### src/rtl/aes_sched_pkg.sv
// Shared constants for the multi-requester AES scheduler: wrapper command
// addresses and the sequencer state encoding.
package aes_sched_pkg;

    localparam logic [15:0] AES_WRITE_KEY_HIGH_ADDR   = 16'h0010;
    localparam logic [15:0] AES_WRITE_KEY_LOW_ADDR    = 16'h0020;
    localparam logic [15:0] AES_WRITE_PLAIN_HIGH_ADDR = 16'h0030;
    localparam logic [15:0] AES_WRITE_PLAIN_LOW_ADDR  = 16'h0040;

    localparam logic [2:0] ST_IDLE   = 3'd0;
    localparam logic [2:0] ST_KEY_HI = 3'd1;
    localparam logic [2:0] ST_KEY_LO = 3'd2;
    localparam logic [2:0] ST_PT_HI  = 3'd3;
    localparam logic [2:0] ST_PT_LO  = 3'd4;

    typedef enum logic [2:0] {
        IDLE   = ST_IDLE,
        KEY_HI = ST_KEY_HI,
        KEY_LO = ST_KEY_LO,
        PT_HI  = ST_PT_HI,
        PT_LO  = ST_PT_LO
    } sched_state_t;

endpackage

### src/rtl/aes_sched_id_fifo.sv
// Synchronous FIFO holding the requester ID of every job issued to the AES
// wrapper, so ciphertexts can be routed back in issue order.
module aes_sched_id_fifo
    import aes_sched_pkg::*;
#(
    parameter int WIDTH = 2,
    parameter int DEPTH = 16
) (
    input  logic                         clk,
    input  logic                         rst_n,
    input  logic                         push,
    input  logic [WIDTH-1:0]             push_data,
    input  logic                         pop,
    output logic [WIDTH-1:0]             pop_data,
    output logic [$clog2(DEPTH+1)-1:0]   count,
    output logic                         full,
    output logic                         empty
);

    localparam int PTR_W = (DEPTH > 1) ? $clog2(DEPTH) : 1;
    localparam int CNT_W = $clog2(DEPTH + 1);

    logic [WIDTH-1:0] mem [DEPTH];
    logic [PTR_W-1:0] wr_ptr;
    logic [PTR_W-1:0] rd_ptr;
    logic             do_push;
    logic             do_pop;

    assign full     = (count == CNT_W'(DEPTH));
    assign empty    = (count == '0);
    assign do_pop   = pop && !empty;
    assign do_push  = push && (!full || do_pop);
    assign pop_data = mem[rd_ptr];

    // Pointers wrap explicitly so non-power-of-two depths also work.
    always_ff @(posedge clk) begin
        if (!rst_n) begin
            wr_ptr <= '0;
            rd_ptr <= '0;
            count  <= '0;
        end else begin
            if (do_push) wr_ptr <= (wr_ptr == PTR_W'(DEPTH - 1)) ? '0 : wr_ptr + 1'b1;
            if (do_pop)  rd_ptr <= (rd_ptr == PTR_W'(DEPTH - 1)) ? '0 : rd_ptr + 1'b1;
            case ({do_push, do_pop})
                2'b10:   count <= count + 1'b1;
                2'b01:   count <= count - 1'b1;
                default: count <= count;
            endcase
        end
    end

    always_ff @(posedge clk) begin
        if (do_push) mem[wr_ptr] <= push_data;
    end

endmodule

### src/rtl/aes_multi_req_scheduler.sv
// Round-robin sharing of one buffered AES wrapper between NUM_REQ requesters.
// Optional key cache (skips repeated key writes): define AES_SCHED_KEY_CACHE_EN.
module aes_multi_req_scheduler
    import aes_sched_pkg::*;
#(
    parameter int NUM_REQ       = 4,
    parameter int ID_FIFO_DEPTH = 16
) (
    input  logic                   clk,
    input  logic                   rst_n,
    input  logic [NUM_REQ-1:0]     req_val,
    output logic [NUM_REQ-1:0]     req_rdy,
    input  logic [NUM_REQ*128-1:0] req_key,
    input  logic [NUM_REQ*128-1:0] req_plain,
    output logic [NUM_REQ-1:0]     rsp_val,
    input  logic [NUM_REQ-1:0]     rsp_rdy,
    output logic [127:0]           rsp_data,
    output logic                   config_hsk,
    output logic [15:0]            config_addr,
    output logic [31:0]            config_data_hi,
    output logic [31:0]            config_data_lo,
    output logic                   config_load,
    input  logic                   aes_ready,
    input  logic                   buffer_val,
    input  logic [127:0]           buffer_data,
    output logic                   buffer_pop
);

    localparam int ID_W  = $clog2(NUM_REQ);
    localparam int CNT_W = $clog2(ID_FIFO_DEPTH + 1);

    sched_state_t      state, next_state;
    logic [ID_W-1:0]   rr_ptr, grant_id, scan_idx, job_id, fifo_head;
    logic              grant_found, grant, key_hit, fifo_has_room;
    logic [127:0]      sel_key, sel_plain, job_key, job_plain;
    logic [CNT_W-1:0]  fifo_count;
    logic              fifo_full, fifo_empty, fifo_push, fifo_pop;

    // First requesting index at or after rr_ptr, wrapping around.
    always_comb begin
        grant_found = 1'b0;
        grant_id    = '0;
        scan_idx    = '0;
        for (int i = 0; i < NUM_REQ; i++) begin
            scan_idx = ID_W'((int'(rr_ptr) + i) % NUM_REQ);
            if (!grant_found && req_val[scan_idx]) begin
                grant_found = 1'b1;
                grant_id    = scan_idx;
            end
        end
    end

    assign fifo_has_room = (fifo_count < CNT_W'(ID_FIFO_DEPTH)) && !fifo_full;
    assign grant         = (state == IDLE) && grant_found && fifo_has_room;
    assign sel_key       = req_key[int'(grant_id)*128 +: 128];
    assign sel_plain     = req_plain[int'(grant_id)*128 +: 128];

`ifdef AES_SCHED_KEY_CACHE_EN
    logic [127:0] last_key;
    logic         key_valid;

    assign key_hit = key_valid && (sel_key == last_key);

    always_ff @(posedge clk) begin
        if (!rst_n) begin
            key_valid <= 1'b0;
        end else if (state == KEY_LO) begin
            last_key  <= job_key;
            key_valid <= 1'b1;
        end
    end
`else
    assign key_hit = 1'b0;
`endif

    always_ff @(posedge clk) begin
        if (!rst_n) state <= IDLE;
        else        state <= next_state;
    end

    always_comb begin
        next_state = state;
        unique case (state)
            IDLE:    if (grant) next_state = key_hit ? PT_HI : KEY_HI;
            KEY_HI:  next_state = KEY_LO;
            KEY_LO:  next_state = PT_HI;
            PT_HI:   next_state = PT_LO;
            PT_LO:   if (aes_ready) next_state = IDLE;
            default: next_state = IDLE;
        endcase
    end

    always_ff @(posedge clk) begin
        if (!rst_n) begin
            rr_ptr <= '0;
        end else if (grant) begin
            rr_ptr    <= ID_W'((int'(grant_id) + 1) % NUM_REQ);
            job_key   <= sel_key;
            job_plain <= sel_plain;
            job_id    <= grant_id;
        end
    end

    // Every output is forced low while reset is asserted.
    always_comb begin
        req_rdy        = '0;
        config_hsk     = 1'b0;
        config_addr    = '0;
        config_data_hi = '0;
        config_data_lo = '0;
        if (rst_n) begin
            unique case (state)
                IDLE: if (grant) req_rdy[grant_id] = 1'b1;
                KEY_HI: begin
                    config_hsk     = 1'b1;
                    config_addr    = AES_WRITE_KEY_HIGH_ADDR;
                    config_data_hi = job_key[127:96];
                    config_data_lo = job_key[95:64];
                end
                KEY_LO: begin
                    config_hsk     = 1'b1;
                    config_addr    = AES_WRITE_KEY_LOW_ADDR;
                    config_data_hi = job_key[63:32];
                    config_data_lo = job_key[31:0];
                end
                PT_HI: begin
                    config_hsk     = 1'b1;
                    config_addr    = AES_WRITE_PLAIN_HIGH_ADDR;
                    config_data_hi = job_plain[127:96];
                    config_data_lo = job_plain[95:64];
                end
                PT_LO: if (aes_ready) begin
                    config_hsk     = 1'b1;
                    config_addr    = AES_WRITE_PLAIN_LOW_ADDR;
                    config_data_hi = job_plain[63:32];
                    config_data_lo = job_plain[31:0];
                end
                default: ;
            endcase
        end
    end

    assign fifo_push = (state == PT_LO) && aes_ready;

    always_comb begin
        rsp_val = '0;
        if (rst_n && buffer_val && !fifo_empty) rsp_val[fifo_head] = 1'b1;
    end

    assign fifo_pop    = rst_n && buffer_val && !fifo_empty && rsp_rdy[fifo_head];
    assign buffer_pop  = fifo_pop;
    assign rsp_data    = rst_n ? buffer_data : '0;
    assign config_load = 1'b0;

    aes_sched_id_fifo #(
        .WIDTH (ID_W),
        .DEPTH (ID_FIFO_DEPTH)
    ) u_id_fifo (
        .clk       (clk),
        .rst_n     (rst_n),
        .push      (fifo_push),
        .push_data (job_id),
        .pop       (fifo_pop),
        .pop_data  (fifo_head),
        .count     (fifo_count),
        .full      (fifo_full),
        .empty     (fifo_empty)
    );

endmodule

### config.mk
export PLATFORM = sky130hd
export DESIGN_NAME = aes_multi_req_scheduler
export DESIGN_NICKNAME = d
export VERILOG_FILES = /design/src/rtl/aes_sched_pkg.sv /design/src/rtl/aes_sched_id_fifo.sv /design/src/rtl/aes_multi_req_scheduler.sv
export SDC_FILE = /design/constraint.sdc
export NUM_CORES = 1
export LEC_CHECK = 0
export CELL_PAD_IN_SITES_DETAIL_PLACEMENT = 0
export CELL_PAD_IN_SITES_GLOBAL_PLACEMENT = 1
export CORE_AREA = 5 5 537 539
export DETAILED_ROUTE_END_ITERATION = 10
export DIE_AREA = 0 0 542 544
export PLACE_DENSITY = 0.35
export SLEW_MARGIN = 20
export SYNTH_ARGS = -nofsm -noshare
export SYNTH_HDL_FRONTEND = slang
export SYNTH_SLANG_ARGS = --single-unit
### constraint.sdc
create_clock -name clk -period 14.1 [get_ports clk]
set_clock_uncertainty 0.05 [all_clocks]
set_input_delay 3.525 -clock clk [delete_from_list [all_inputs] [get_ports clk]]
set_output_delay 3.525 -clock clk [all_outputs]
set_load 0.05 [all_outputs]
# [Yosys cells after proc, flatten, opt, wreduce, memory -nomap -nowiden]
# Memory sizes are Yosys's and may differ from the RTL's. A register that Yosys moved wholly into a read port is not among the register bits.
# Index checks and enable logic that the tools add are counted.
# W data, S select, Z words.
[classes] order_cmp=9 add_sub_neg=8 n_eq_ne=11 n_reduce_logical=26 shift=2 n_mux=49
[op_table] operator="$shiftx A512 B10 Y128" count=2
[op_table] operator="$pmux W32 S4" count=2
[op_table] operator="$mux W128" count=1
[op_table] operator="$mux W32" count=4
[op_table] operator="$mux W4" count=8
[op_table] operator="$pmux W7 S4" count=1
[op_table] operator="$lt A2 B3 Y1 const B" count=6
[op_table] operator="$mux W1" count=15
[op_table] operator="$pmux W3 S5" count=1
[op_table] operator="$logic_and A1 B1 Y1" count=14
[op_table] operator="$mux W7" count=2
[op_table] operator="$bmux W1 S2" count=5
[op_table] operator="$pmux W5 S2" count=1
[op_table] operator="$add A4 B1 Y4 const B" count=2
[op_table] operator="$eq A4 B4 Y1 const B" count=2
[op_table] operator="$mux W2" count=4
[op_table] operator="$eq A3 B2 Y1 const B" count=2
[op_table] operator="$mux W3" count=2
[op_table] operator="$add A5 B1 Y5 const B" count=1
[op_table] operator="$eq A5 B5 Y1 const B" count=1
[op_table] operator="$logic_not A1 Y1" count=5
[op_table] operator="$logic_not A5 Y1" count=1
[op_table] operator="$lt A5 B5 Y1 const B" count=1
[op_table] operator="$sub A5 B1 Y5 const B" count=1
[op_table] operator="other kinds (15)" count=21
[totals] mem_count=1 mem_bits_rw=32 out_inout_bits=219 reg_bits=276 input_bits=1164 wordCells=114
[memory_table] memory="u_id_fifo.mem" depth=16 word_bits=2 read_ports=1 rd_clocked_by_memory_dff=1 write_ports=1 line_no="aes_sched_id_fifo.sv:23" source="logic [WIDTH-1:0] mem [DEPTH];"

# [Logic depth before layout (Yosys ltp)]
[logic_depth] ltp_word=19 depth_mapped=15 depth_no_buf=14

# [Hierarchy]
# A second synthesis with hierarchy kept.
[unflattened] hier_cells=3516 area_unflattened_um2=29739.8
[by_module_without_submodules] mod="aes_multi_req_scheduler" instances=1 seq_area_each_um2=7847.5 area_per_inst_um2=27530.2 cells_per_inst=3355
[by_module_without_submodules] mod="aes_sched_id_fifo" instances=1 seq_area_each_um2=1301.2 area_per_inst_um2=2209.6 cells_per_inst=161

# [Worst setup path after synthesis]
# No wires, ideal clock.
[synth_path] path_kind="input to register" start="input port req_val[0]" end="register job_id[0], enable pin" t_required_ns=13.400 path_buffers=0 arrival_time_ns=10.270 setup_slack_ns=3.130 setup_time_ns=0.650 stages=3 path_cell_list="nor4_1 > nor4b_1 > and2_1"
[synth_via] elab_chain_cells=15 elab_cells_between_ends=21 cone_classes="12 x mux; 9 x reduce/logical"
[synth_lines] element="start: declaration" line_no="aes_multi_req_scheduler.sv:11" source="input logic [NUM_REQ-1:0] req_val,"
[synth_lines] element="$bmux W1 S2" line_no="aes_multi_req_scheduler.sv:46" source="if (!grant_found && req_val[scan_idx]) begin"
[synth_lines] element="$mux W1 (implied by the code)" line_no="aes_multi_req_scheduler.sv:46"
[synth_lines] element="$mux W1" line_no="aes_multi_req_scheduler.sv:46"
[synth_lines] element="$logic_not A1 Y1" line_no="aes_multi_req_scheduler.sv:46"
[synth_lines] element="$logic_and A1 B1 Y1" line_no="aes_multi_req_scheduler.sv:46"
[synth_lines] element="$mux W1" line_no="aes_multi_req_scheduler.sv:46"
[synth_lines] element="$logic_not A1 Y1" line_no="aes_multi_req_scheduler.sv:46"
[synth_lines] element="$logic_and A1 B1 Y1" line_no="aes_multi_req_scheduler.sv:46"
[synth_lines] element="$mux W1" line_no="aes_multi_req_scheduler.sv:46"
[synth_lines] element="$logic_not A1 Y1" line_no="aes_multi_req_scheduler.sv:46"
[synth_lines] element="$logic_and A1 B1 Y1" line_no="aes_multi_req_scheduler.sv:46"
[synth_lines] element="$mux W1 (*)" line_no="aes_multi_req_scheduler.sv:46"
[synth_lines] element="$logic_and A1 B1 Y1 (*) (2 in a row)" line_no="aes_multi_req_scheduler.sv:54" source="assign grant = (state == IDLE) && grant_found && fifo_has_room;"
[synth_lines] element="$reduce_and A2 Y1 (no source line) (*)"
[synth_lines] element="end signal: assignment" line_no="aes_multi_req_scheduler.sv:100" source="job_id <= grant_id;"
[synth_lines] element="end: declaration" line_no="aes_multi_req_scheduler.sv:33" source="logic [ID_W-1:0] rr_ptr, grant_id, scan_idx, job_id, fifo_head;"
# Every way passes the cells marked *; elsewhere a longest branch is shown, timed or not. The select of a mux whose other input is x is not followed.
# A chain may end at the register's enable or synchronous reset.

# [Worst setup path in the final report]
[layout_path] start="input port req_val[0]" end="output port req_rdy[2]"
[layout_via] elab_chain_cells=19 elab_cells_between_ends=32 cone_classes="2 x order compare; 21 x mux; 9 x reduce/logical"
[layout_lines] element="$bmux W1 S2" line_no="aes_multi_req_scheduler.sv:46"
[layout_lines] element="$mux W1 (implied by the code)" line_no="aes_multi_req_scheduler.sv:46"
[layout_lines] element="$mux W1" line_no="aes_multi_req_scheduler.sv:46"
[layout_lines] element="$logic_not A1 Y1" line_no="aes_multi_req_scheduler.sv:46"
[layout_lines] element="$logic_and A1 B1 Y1" line_no="aes_multi_req_scheduler.sv:46"
[layout_lines] element="$mux W1" line_no="aes_multi_req_scheduler.sv:46"
[layout_lines] element="$logic_not A1 Y1" line_no="aes_multi_req_scheduler.sv:46"
[layout_lines] element="$logic_and A1 B1 Y1" line_no="aes_multi_req_scheduler.sv:46"
[layout_lines] element="[... 3 more ...]"
[layout_lines] element="$mux W2" line_no="aes_multi_req_scheduler.sv:46"
[layout_lines] element="$lt A2 B3 Y1 (implied by the code) / $ge A2 B1 Y1 (equally long branches)" line_no="aes_multi_req_scheduler.sv:113" source="IDLE: if (grant) req_rdy[grant_id] = 1'b1;"
[layout_lines] element="$logic_and A1 B1 Y1 (implied by the code)" line_no="aes_multi_req_scheduler.sv:113"
[layout_lines] element="$mux W1 (implied by the code)" line_no="aes_multi_req_scheduler.sv:113"
[layout_lines] element="$demux W1 S2" line_no="aes_multi_req_scheduler.sv:113"
[layout_lines] element="$mux W4 (*)" line_no="aes_multi_req_scheduler.sv:113"
[layout_lines] element="$mux W4 (*)" line_no="aes_multi_req_scheduler.sv:112" source="unique case (state)"
[layout_lines] element="$mux W4 (*)" line_no="aes_multi_req_scheduler.sv:111" source="if (rst_n) begin"
[layout_lines] element="end: declaration" line_no="aes_multi_req_scheduler.sv:12" source="output logic [NUM_REQ-1:0] req_rdy,"
# Marked as above.

==> flow_summary.ini <==
[route]
wire_per_inst_um = 31.7
drc = 0
totalWireLength_um = 250000
drt-pass1-iter-count = 7
vias = 27100
ant_nets = 0
first_iter_violations = 1652
vias_per_cell = 3.44

[floorplan]
die-area_um2 = 295000
fp.dieW_um = 542
initial_core_util_pct = 7.61
chipHeight_um = 544
placementRows = 196
core_area_um2 = 283000
io_pins = 1383

[synth]
ys_seq_elements = 312
synth-seq-area-share_pct = 42.4
postSynthAreaPerCell_um2 = 7.86
yosysUniqueCellTypes = 64
synth_edf_count = 290
yosys_warnings = 0
synth_cells = 2746
syn_area_um2 = 21600
synthFlopType = edfxtp_1
async_flop_share_pct = 0

[place]
dp.cells = 7692
place_congestion = 0.979
portBuffers = 1368
hpwl_um = 209000

[sta]
setup_tns_ps = 0
fin_crit_ps = 10250
slew_violations = 0
maxSlewHeadroom_pct = 19.7
fmax_mhz = 97.6
rsz0062_at_grt = false
worst-slew-pin-transition_ps = 1200
period_share_pct = 72.7
hold_viol_final = 0
holdWs_ps = 449
setup_viol = 0

[cells_and_area]
fin_nets = 5164
area_delta_synth_final_pct = 92.8
layoutNonFillerInstCount = 7876
post-route-util_pct = 14.7
drive_gt1_share_pct = 5.95

[cts]
path_clk_slew_ps = 60
clockRootBuffer = clkbuf_16
clock-sinks = 312
insertion_delay_ps = 700
post_cts_buffers = 0
hold_buffers = 0
cts_tree = built
htreeDepth = 2
cts_resized = 0
clock_path_buffers = 3
cts_made_buffers = 55

[setup_path]
crit_fanout = 76
required_ps = 10520
setup.worst_path.start_class = input pin
worstPathArrival_ps = 6670
end_kind = output port
crit_start = req_val[0]
ff2ff_path_depth = 12
timing.rr.start = rr_ptr[0]
critical_path_class = input pin to output port

[pwr]
cellPowerDensity_nw_per_um2 = 160
pwr-share-clk_pct = 22.1
comb_power_share_pct = 52.1
pwr-share-seq_pct = 25.8
irDropWorstVdd_v = 0.0000973
sw_frac_of_total_pct = 48.3
p_leak_nw = 14.9
p_sw_mw = 3.22
intPower_mw = 3.45

[global_routing]
grt_overflow = 0
grt_antenna_before_repair = 224
grt_pass1_wl_um = 312000
first_global_vias = 28100
grt_max_degree = 127
grt_util_all_layers_pct = 16.1

[hold_path]
hp-class = flop to flop
min-delay-start = u_id_fifo.count[3]
holdPathStages = 2

[status]
status = finished clean

[job]
maxCapViolations = 0
cells in the mapped netlist (all sizes together) (2+ instances only):
cell     instances  area [µm²]
and2           130         815
edfxtp         290        8710
and3b            3        27.5
and4bb           2        25.0
o21ai            2        10.0
clkbuf         223         857
buf             31         208
a21oi           73         377
mux2            64         721
a31oi          259        1640
inv             11        43.8
and4b            2        20.0
nor3b            3        22.5
nand2b           3        18.8
nor3             7        35.0
nand2         1058        3990
nor2           150         563
a22oi           65         488
nor4bb           3        30.0
dfxtp           22         440
nor4             2        12.5
nor4b            5        43.8
ha              12         150
o22ai            2        12.5
and3           261        1630
xnor2            4        35.0
mux4             7         176
a211oi           4        35.0
o2bb2ai          2        23.8
o311ai           2        52.6
nand3            8        40.0
mux2i           19         190
state kept, by name, summed over array words and instances (netlist names), named ones only:
name	cells
u_id_fifo.rd_ptr	4
u_id_fifo.count	5
state	3
u_id_fifo.wr_ptr	4
job_plain	128
job_key	128
u_id_fifo.mem	32
job_id	2
rr_ptr	2
per-stage QoR:
| step | power, mW | instance area [µm²] | worst slack (ps) |
|---|---|---|---|
| floorplan | 3.36 | 21600 | 3130 |
| detailed placement | 5.37 | 39500 | 3880 |
| finish | 6.67 | 41600 | 3850 |
| CTS | 6.94 | 41400 | 3880 |
| global route | 7.10 | 41500 | 3790 |
| global placement | 5.40 | 39500 | 3880 |
cell families (layout without fill, tap and decap cells):
group | after synthesis | count (layout) | share of synthesized area [%]
AND/OR/NAND/NOR | 1643 | 1643 | 33.9
multiplexers | 90 | 90 | 5.04
buffers and inverters | 267 | 1542 | 5.20
XOR/XNOR | 4 | 4 | 0.162
other | 1 | 94 | 0.0174
AO/OA/AOI/OAI | 416 | 416 | 12.5
adder cells (fa/ha/maj) | 13 | 13 | 0.789
flip-flops | 312 | 312 | 42.4
final cells by class:
class,instances,area [µm²]
flip-flops and latches,312,9160
fillers,32500,242000
clock inverters,34,348
clock buffers,70,1520
repair buffers,1426,14200
diodes,80,200
well taps,3762,4710
multi-input cells,2180,11400
inverters,12,62.6
placed cells by master (no fill, tap or decap), types with 65 or more instances in the layout:
cell type        synthesis  final
diode_2                  0     80
clkdlybuf4s50_1          0   1367
a21oi_1                 72     72
edfxtp_1               290    290
and2_1                 129    128
a22oi_1                 65     65
and3_1                 261    260
a31oi_1                258    258
nor2_1                 150    148
nand2_1               1056   1056
routing by layer:
metal,vias up,share of wire [%],track usage [%]
met5,-,0.33,0
met2,1335,48,27.5
met4,134,1.8,2.99
met3,372,8.8,5.98
met1,13200,41,19.4
li1,12100,-,-
final timing paths:
path	endpoint	slack, ps
worst max-delay path	req_rdy[2]	3850
worst min-delay path	u_id_fifo.count[3]	450
worst max register to register	job_key[83]	8660
worst min register to register	u_id_fifo.count[3]	450
power groups by stage:
stage / logic, mW / clock network, mW / registers, mW
2_1_floorplan: 1.74 / 0 / 1.62
6_report: 3.47 / 1.47 / 1.72
4_1_cts: 3.63 / 1.57 / 1.75
5_1_grt: 3.76 / 1.58 / 1.76
3_5_place_dp: 3.61 / 0 / 1.76
3_3_place_gp: 3.62 / 0 / 1.77
worst max-delay path, stage by stage:
cell and delay [ps]:
clkdlybuf4s50_1 490, a21oi_1 180, o21a_1 170, o22ai_4 90, buf_12 220, inv_8 500, ha_1 250, and3_1 160
clkdlybuf4s50_1 840
Note: power is estimated with default switching activity, not from simulation.
